[src/rtl/cpu_pkg.sv]
// Shared CPU front-end definitions: fetch FSM state codes and redirect kinds.
// Kept in one place so the control state machine can decode the same values.
package cpu_pkg;

  localparam logic [1:0] ST_FETCH = 2'd0;
  localparam logic [1:0] ST_DRAIN = 2'd1;
  localparam logic [1:0] ST_HOLD  = 2'd2;
  localparam logic [1:0] ST_ERR   = 2'd3;

  typedef enum logic [1:0] {
    REDIR_BRANCH = 2'b00,
    REDIR_JUMP   = 2'b01,
    REDIR_JR     = 2'b10,
    REDIR_RSVD   = 2'b11
  } redir_kind_e;

  localparam int WAIT_W = 8;

endpackage

[src/rtl/fetch_stage_if.sv]
// Instruction memory request/ack bus between the fetch stage and external memory.
interface fetch_stage_if #(
  parameter int WIDTH = 32
);
  logic             imem_req;
  logic [WIDTH-1:0] imem_addr;
  logic             imem_ack;
  logic [31:0]      imem_rdata;

  modport master (output imem_req, output imem_addr, input imem_ack, input imem_rdata);
  modport slave  (input imem_req, input imem_addr, output imem_ack, output imem_rdata);
endinterface

[src/rtl/branch_target_calc.sv]
// Combinational next-PC calculation for branch, jump and jump-register redirects.
module branch_target_calc
  import cpu_pkg::*;
#(
  parameter int WIDTH = 32
) (
  input  logic [1:0]       kind,
  input  logic [WIDTH-1:0] pc,
  input  logic [25:0]      imm,
  input  logic [WIDTH-1:0] reg_target,
  output logic [WIDTH-1:0] target
);

  logic [WIDTH-1:0] pc_plus4;
  logic [WIDTH-1:0] branch_offset;
  logic [WIDTH-1:0] jump_target;

  assign pc_plus4      = pc + WIDTH'(4);
  assign branch_offset = {{(WIDTH-18){imm[15]}}, imm[15:0], 2'b00};
  // Jump keeps the upper region bits of the delay-slot PC, not of pc itself.
  assign jump_target   = {pc_plus4[WIDTH-1:28], imm, 2'b00};

  always_comb begin
    target = reg_target;
    case (redir_kind_e'(kind))
      REDIR_BRANCH: target = pc_plus4 + branch_offset;
      REDIR_JUMP:   target = jump_target;
      default:      target = reg_target;
    endcase
  end

endmodule

[src/rtl/fetch_stage.sv]
// Single-outstanding instruction fetch stage with redirect handling, drain of
// in-flight accesses after a redirect, and a sticky ack timeout.
module fetch_stage
  import cpu_pkg::*;
#(
  parameter int               WIDTH    = 32,
  parameter logic [WIDTH-1:0] RESET_PC = '0,
  parameter int               TIMEOUT  = 15
) (
  input  logic             clk,
  input  logic             reset_n,
  fetch_stage_if.master    imem,
  output logic [31:0]      instr,
  output logic [WIDTH-1:0] instr_pc,
  output logic             instr_valid,
  input  logic             instr_ready,
  input  logic             redirect,
  input  logic [1:0]       redir_kind,
  input  logic [WIDTH-1:0] redir_pc,
  input  logic [25:0]      redir_imm,
  input  logic [WIDTH-1:0] redir_reg,
  output logic             fetch_err
);

  logic [1:0]        state_reg;
  logic [WIDTH-1:0]  pc_reg;
  logic [WIDTH-1:0]  drain_addr_reg;
  logic [31:0]       instr_reg;
  logic [WIDTH-1:0]  instr_pc_reg;
  logic              instr_valid_reg;
  logic              fetch_err_reg;
  logic              run_reg;
  logic [WAIT_W-1:0] wait_cnt_reg;
  logic [WIDTH-1:0]  target;
  logic              timeout_hit;

  branch_target_calc #(.WIDTH(WIDTH)) u_target (
    .kind       (redir_kind),
    .pc         (redir_pc),
    .imm        (redir_imm),
    .reg_target (redir_reg),
    .target     (target)
  );

  assign timeout_hit = (wait_cnt_reg == WAIT_W'(TIMEOUT - 1));

  // run_reg keeps the request low through the deassertion cycle so a late ack
  // for a pre-reset access is never mistaken for a new one.
  assign imem.imem_req  = run_reg && ((state_reg == ST_FETCH) || (state_reg == ST_DRAIN));
  // While draining, pc_reg already holds the redirect target; the bus keeps the old address.
  assign imem.imem_addr = (state_reg == ST_DRAIN) ? drain_addr_reg : pc_reg;

  assign instr       = instr_reg;
  assign instr_pc    = instr_pc_reg;
  assign instr_valid = instr_valid_reg;
  assign fetch_err   = fetch_err_reg;

  always_ff @(posedge clk or negedge reset_n) begin
    if (!reset_n) begin
      state_reg       <= ST_FETCH;
      pc_reg          <= RESET_PC;
      drain_addr_reg  <= '0;
      instr_reg       <= '0;
      instr_pc_reg    <= '0;
      instr_valid_reg <= 1'b0;
      fetch_err_reg   <= 1'b0;
      wait_cnt_reg    <= '0;
      run_reg         <= 1'b0;
    end else if (!run_reg) begin
      run_reg <= 1'b1;
    end else begin
      case (state_reg)
        ST_FETCH: begin
          if (imem.imem_ack) begin
            wait_cnt_reg <= '0;
            if (redirect) begin
              pc_reg <= target;
            end else begin
              instr_reg       <= imem.imem_rdata;
              instr_pc_reg    <= pc_reg;
              instr_valid_reg <= 1'b1;
              pc_reg          <= pc_reg + WIDTH'(4);
              state_reg       <= ST_HOLD;
            end
          end else if (timeout_hit) begin
            state_reg       <= ST_ERR;
            fetch_err_reg   <= 1'b1;
            instr_valid_reg <= 1'b0;
          end else if (redirect) begin
            drain_addr_reg <= pc_reg;
            pc_reg         <= target;
            wait_cnt_reg   <= '0;
            state_reg      <= ST_DRAIN;
          end else begin
            wait_cnt_reg <= wait_cnt_reg + WAIT_W'(1);
          end
        end
        ST_DRAIN: begin
          if (redirect) begin
            pc_reg <= target;
          end
          if (imem.imem_ack) begin
            wait_cnt_reg <= '0;
            state_reg    <= ST_FETCH;
          end else if (timeout_hit) begin
            state_reg       <= ST_ERR;
            fetch_err_reg   <= 1'b1;
            instr_valid_reg <= 1'b0;
          end else begin
            wait_cnt_reg <= wait_cnt_reg + WAIT_W'(1);
          end
        end
        ST_HOLD: begin
          if (redirect || instr_ready) begin
            instr_valid_reg <= 1'b0;
            state_reg       <= ST_FETCH;
            if (redirect) begin
              pc_reg <= target;
            end
          end
        end
        default: begin
          state_reg <= ST_ERR;
        end
      endcase
    end
  end

endmodule

[src/flat_wrapper.sv]
// flat-port wrapper written by rule: the top's interface ports become plain ports
module fetch_stage_flat import cpu_pkg::*;
#(
  parameter int               WIDTH    = 32,
  parameter logic [WIDTH-1:0] RESET_PC = '0,
  parameter int               TIMEOUT  = 15
)
  (clk, reset_n, instr, instr_pc, instr_valid, instr_ready, redirect, redir_kind, redir_pc, redir_imm, redir_reg, fetch_err, imem_imem_req, imem_imem_addr, imem_imem_ack, imem_imem_rdata);
  fetch_stage_if #(.WIDTH(WIDTH)) imem_i ();
  input  logic clk;
  input  logic reset_n;
  output logic [31:0] instr;
  output logic [WIDTH-1:0] instr_pc;
  output logic instr_valid;
  input  logic instr_ready;
  input  logic redirect;
  input  logic [1:0] redir_kind;
  input  logic [WIDTH-1:0] redir_pc;
  input  logic [25:0] redir_imm;
  input  logic [WIDTH-1:0] redir_reg;
  output logic fetch_err;
  output wire logic [$bits(imem_i.imem_req)-1:0] imem_imem_req;
  output wire logic [$bits(imem_i.imem_addr)-1:0] imem_imem_addr;
  input wire logic [$bits(imem_i.imem_ack)-1:0] imem_imem_ack;
  input wire logic [$bits(imem_i.imem_rdata)-1:0] imem_imem_rdata;
  assign imem_imem_req = imem_i.imem_req;
  assign imem_imem_addr = imem_i.imem_addr;
  assign imem_i.imem_ack = imem_imem_ack;
  assign imem_i.imem_rdata = imem_imem_rdata;
  fetch_stage #(.WIDTH(WIDTH), .RESET_PC(RESET_PC), .TIMEOUT(TIMEOUT)) u_core (.clk(clk), .reset_n(reset_n), .imem(imem_i), .instr(instr), .instr_pc(instr_pc), .instr_valid(instr_valid), .instr_ready(instr_ready), .redirect(redirect), .redir_kind(redir_kind), .redir_pc(redir_pc), .redir_imm(redir_imm), .redir_reg(redir_reg), .fetch_err(fetch_err));
endmodule
[config.mk]
export PLATFORM = sky130hd
export DESIGN_NAME = fetch_stage_flat
export DESIGN_NICKNAME = d
export VERILOG_FILES = /design/src/rtl/cpu_pkg.sv /design/src/rtl/fetch_stage_if.sv /design/src/rtl/branch_target_calc.sv /design/src/rtl/fetch_stage.sv /design/src/flat_wrapper.sv
export SDC_FILE = /design/constraint.sdc
export NUM_CORES = 1
export LEC_CHECK = 0
export CORE_MARGIN = 8
export CORE_UTILIZATION = 55
export CTS_CLUSTER_SIZE = 14
export DETAILED_ROUTE_END_ITERATION = 8
export PLACE_DENSITY = 0.87
export SYNTH_ARGS = -nofsm -noshare
export SYNTH_HDL_FRONTEND = slang
export SYNTH_SLANG_ARGS = --single-unit
[constraint.sdc]
create_clock -name clk -period 7.08 [get_ports clk]
set_input_delay 1.416 -clock clk [delete_from_list [all_inputs] [get_ports clk]]
set_output_delay 1.416 -clock clk [all_outputs]
set_load 0.05 [all_outputs]
# == Word level (Yosys, flattened, before mapping) ==
# Cells that the tools add are included.
# totals
elab_cells,70
out_inout_bits,99
register_bits,141
input_bits,129
# op_classes
n_reduce_logical,15
n_bitwise,3
add_sub_neg,4
n_eq_ne,11
n_mux,28
# op_table
operator,count
32-bit 2-to-1 mux,6
32-bit case mux with 3 select lines,1
32-bit by 3-bit adder with 32-bit output (second input constant),2
32-bit case mux with 2 select lines,1
8-bit 2-to-1 mux,5
32-bit adder,1
8-bit case mux with 2 select lines,1
4-bit AND reduction,4
5-bit AND reduction,3
2-bit 2-to-1 mux,7
3-bit != test (second input constant),3
8-bit by 1-bit adder with 8-bit output (second input constant),1
8-bit by 4-bit equality test with 1-bit output (second input constant),1
2-bit case mux with 3 select lines,1
1-bit 2-to-1 mux,5
2-bit by 1-bit equality test with 1-bit output (second input constant),2
2-bit logical NOT,2
4-bit by 3-bit != test with 1-bit output (second input constant),1
3-bit by 2-bit != test with 1-bit output (second input constant),1
1-bit inverter,3
1-bit case mux with 3 select lines,1
3-bit nonzero test,1
2-bit equality test (second input constant),1
1-bit logical OR,2
5 further kinds,5

# == Depth between registers and ports, before layout ==
# depth
ltp_word,7
mapped_depth,17
depth_no_buf,15

# == Modules after synthesis ==
# Synthesis repeated with hierarchy kept, for this count alone.
# unflattened
hier_cells,1011
hier_area_um2,9557.9
# modules_own_cells
module,cells_per_inst,n_inst,area_per_inst_um2,seq_area_each_um2
fetch_stage,599,1,6770.2,3528.4
branch_target_calc,412,1,2787.7,0.0

# == Worst setup path after synthesis ==
# Ideal clock, no wire load.
# synth_path
path_kind,in2reg
from,input port redir_pc[4]
to,register u_core.pc_reg[31]
setup_time_ns,0.146
arrival_ns,4.313
n_path_buf,3
path_stages,17
required_ns,6.934
path_slack_ns,2.621
cell_sequence,buf_4 and3_1 clkbuf_1 nand3_1 nor2_1 nand2_1 xnor2_1 ha_1 clkbuf_1 nand2_1 nor2_1 a32o_1 nor3_1 a2111oi_0 or4_1 nand3_1 a31oi_1
# synth_via
elab_chain_len,7
word_cells_on_any_way,9
cone_classes,add/sub (2); mux (7)
# synth_lines
element,line,rtl
start: declaration,flat_wrapper.sv:18,input logic [WIDTH-1:0] redir_pc;
32-bit by 3-bit adder with 32-bit output *,branch_target_calc.sv:18,assign pc_plus4 = pc + WIDTH'(4);
32-bit adder,branch_target_calc.sv:26,REDIR_BRANCH: target = pc_plus4 + branch_offset;
32-bit case mux with 2 select lines *,branch_target_calc.sv:25,case (redir_kind_e'(kind))
32-bit 2-to-1 mux,"fetch_stage.sv:89, fetch_stage.sv:99, fetch_stage.sv:117",
32-bit 2-to-1 mux,fetch_stage.sv:85,end else if (timeout_hit) begin
32-bit 2-to-1 mux,fetch_stage.sv:74,if (imem.imem_ack) begin
32-bit case mux with 3 select lines *,fetch_stage.sv:72,case (state_reg)
end signal: assignment,fetch_stage.sv:91,pc_reg <= target;
end signal: assignment,fetch_stage.sv:100,pc_reg <= target;
end signal: assignment,fetch_stage.sv:118,pc_reg <= target;
end: declaration,fetch_stage.sv:26,logic [WIDTH-1:0] pc_reg;
# Mark *: on every way between the ends. The rest lies on a longest branch, timed or not. The select of a mux whose other input is x is not followed.
# A chain may end at the register's enable or synchronous reset.

# == Worst setup path in the final report ==
# layout_path
from,input port redir_pc[12]
to,register u_core.pc_reg[31]
# The elaborated chain is that of the path after synthesis.

==> metrics.csv <==
stage,metric,value,unit
power_and_ir_drop,Power Dens Cells,420.6,mW/mm2
die,Ports,228,
sta,Pins Over Slew Limit,0,
synthesis,syn avg cell area,9.372,um2
global_routing,vias in the first global route,9037,
finish,Finished Layout Cells,1482,
clocking,Max Root-Sink Buffers,2,
hold_path,worst hold path stage count,2,
worst_setup_path,worst setup path class,primary input to flop,
sta,Tcrit/Tclk final,72.33,%
flow_run,number of max-cap violations,0,
placed_design,port bufs,227,
synthesis,commonest cells in the synthesized netlist,"dfrtp_1 (141), mux2_2 (127), nand2_1 (77)",
finish,fin nets,1412,
finish,layout cells sized above 1,15.88,%
worst_setup_path,CP Launch Type,primary input,
worst_setup_path,"Max FO, Critical Path",8,
synthesis,top cell type's share of synthesized area,35.99,%
sta,Fin. Hold Viols,0,
synthesis,sequential element share of the synthesized area,35.99,%
finish,area growth from synthesis to layout,30.17,%
synthesis,top-count cell post-synth,dfrtp_1,
sta,post-route minimum period,5.121,ns
detailed_routing,wl on met1,12.50,mm
clocking,post-CTS resize count,0,
clocking,H-tree depth,4,
sta,setup TNS,0,ns
synthesis,Synth cell types,88,
synthesis,cell accounting for the most synthesized area,dfrtp_1,
finish,# diodes,0,
synthesis,number of synthesized flops with an enable pin,0,
placed_design,pre-CTS setup slack,1.631,ns
finish,register area,0.003528,mm2
detailed_routing,DRT iter0 DRCs,864,
sta,slew margin rel.,35.56,%
detailed_routing,remaining antenna violation count after routing,0,
global_routing,All-Layer GR Usage,26.88,%
sta,RSZ-0062 raised after global routing,no,
die,Initial Utilization,55.33,%
detailed_routing,via count,9169,
clocking,"Clk pin slew, worst setup/hold paths",0.06,ns
detailed_routing,WL final,30.28,mm
detailed_routing,drt pass-1 iters,5,
synthesis,synth top area cells,"dfrtp_1 (36%), mux2_2 (15%), ha_1 (5.4%)",
sta,final worst slack,1.959,ns
synthesis,post-synthesis register bit count,141,
worst_setup_path,r2r worst-path depth,9,
global_routing,global-route wire length before repair,48.27,mm
sta,Max Clk Rate,195.3,MHz
detailed_routing,drt wl/cell,20.43,um
power_and_ir_drop,worst ir drop on vdd,370.5,uV
clocking,Post-CTS Setup Inserts,0,
synthesis,Post-synth top flop,dfrtp_1,
detailed_routing,wire length on met2,14.49,mm
sta,clock skew,0.007543,ns
clocking,CTS buffer count,17,
worst_setup_path,Critical Path End Type,flop,
worst_setup_path,Required @ worst endpoint,7.34,ns
finish,final-layout fill cell count,1303,
synthesis,Syn Inst Count,1046,
hold_path,Hold Crit Class,flop to flop,
global_routing,initial antenna violation count,0,
power_and_ir_drop,Leakage,5.323,nW
clocking,Clock Latency Late Sink,0.42,ns
placed_design,RePlAce Congestion,0.9579,
clocking,clock root buffer master,clkbuf_16,
synthesis,Netlist Area Pre-Place,0.009803,mm2
die,Die ar.,0.02235,mm2
detailed_routing,met3 routed wirelength,2.829,mm
outcome,status,"finished, final reports clean",
die,Rows,49,
detailed_routing,vias per inst,6.187,
die,Die W,149.5,um
sta,Hold WS,0.4934,ns
clocking,Clock Sinks,141,
die,Core Region,0.01772,mm2
clocking,CTS tree,built,
finish,Multi-input gate area,0.005897,mm2
global_routing,grt ovf,0,
detailed_routing,# DRC,0,
finish,Post-Route Utilization,72.02,%
clocking,CTS Hold Bufs,0,
synthesis,syn nets,1218,
sta,Worst-Margin Slew,0.9630,ns
global_routing,largest net degree at the start of global routing,76,
detailed_routing,max layer used,met4,
worst_setup_path,CP arrival,5.38,ns
synthesis,synth warn,0,
sta,Final setup viols,0,
placed_design,placed insts,1450,
synthesis,fraction of registers with async set/reset,100.0,%
placed_design,placed wire-length estimate,23.00,mm
die,Die Y,149.5,um
## stage by stage
step | area [um2] | power [mW]
floorplan | 9803 | 3.450
global placement | 12180 | 4.418
detailed placement | 12180 | 4.486
CTS | 12760 | 5.381
global route | 12760 | 5.614
finish | 12760 | 5.367
## kinds of logic after synthesis
kind of cell	count (synthesis)	share of synthesized area (%)
AOI/OAI and AO/OA	275	18.15
xor gates and xnor gates	40	3.574
adders and majority gates	43	5.565
buffers and inverters	93	3.931
DFF	141	35.99
muxes	135	15.46
other	1	0.03825
and+or+nand+nor	318	17.29
## routing by layer
| metal | vias to the layer above | track usage (%) |
|---|---|---|
| met4 | 0 | 6.764 |
| li1 | 4266 | - |
| met3 | 42 | 5.503 |
| met1 | 4410 | 35.30 |
| met5 | - | 0 |
| met2 | 451 | 44.44 |
## where the power goes
part	total (mW)	internal, mW	switching, mW
registers	1.49	1.16	0.324
clock network	0.874	0.529	0.345
logic	3.01	1.13	1.88
## worst max-delay path: stages
cell and delay, ns:
clkdlybuf4s50_1 0.56, and4_1 0.29, nand4_1 0.20, nor3_1 0.48
nand4_1 0.21, xnor2_1 0.18, ha_1 0.38, a21o_1 0.23
a211oi_1 0.24, nor2_1 0.09, nor3_1 0.22, a2111oi_0 0.17
or4_1 0.53, nand3_1 0.09, a31oi_1 0.09
## cell type report
type	instances	share of cell area (%)
Clock inverter	13	1.108
Multi-Input combinational cell	812	46.21
Sequential cell	141	27.65
Timing Repair Buffer	235	18.34
Tap cell	229	2.245
Clock buffer	19	3.471
Inverter	33	0.9707
## cell usage in the layout (no fill, tap or decap), types with 5 or more instances in the layout
cell type,count
a211oi_1,8
a21o_1,15
a21oi_1,76
a31oi_1,8
a41oi_1,5
and2_1,5
and3_1,13
and4_1,6
buf_4,7
clkbuf_16,17
clkdlybuf4s50_1,225
dfrtp_1,141
ha_1,41
inv_1,33
mux2_2,127
mux2i_1,7
nand2_1,77
nand2b_1,8
nand3_1,37
nand4_1,22
nor2_1,72
nor2b_1,8
nor3_1,20
nor4_1,9
o211ai_1,7
o21a_1,7
o21ai_0,74
o22ai_1,6
o31ai_1,10
or3_1,10
xnor2_1,24
xor2_1,16
## worst paths after layout
path,startpoint,endpoint,slack (ns)
min in group asynchronous,reset_n,u_core.instr_pc[1],1.02
hold reg to reg,u_core.instr_pc[27],u_core.instr_pc[27],0.49
setup reg to reg,flop,u_core.pc_reg[23],3.52
hold / removal,u_core.instr_pc[27],u_core.instr_pc[27],0.49
max in group asynchronous,reset_n,u_core.instr_pc[16],4.76
setup / recovery,redir_pc[12],u_core.pc_reg[31],1.96
Power figures use the tool's default switching activity.
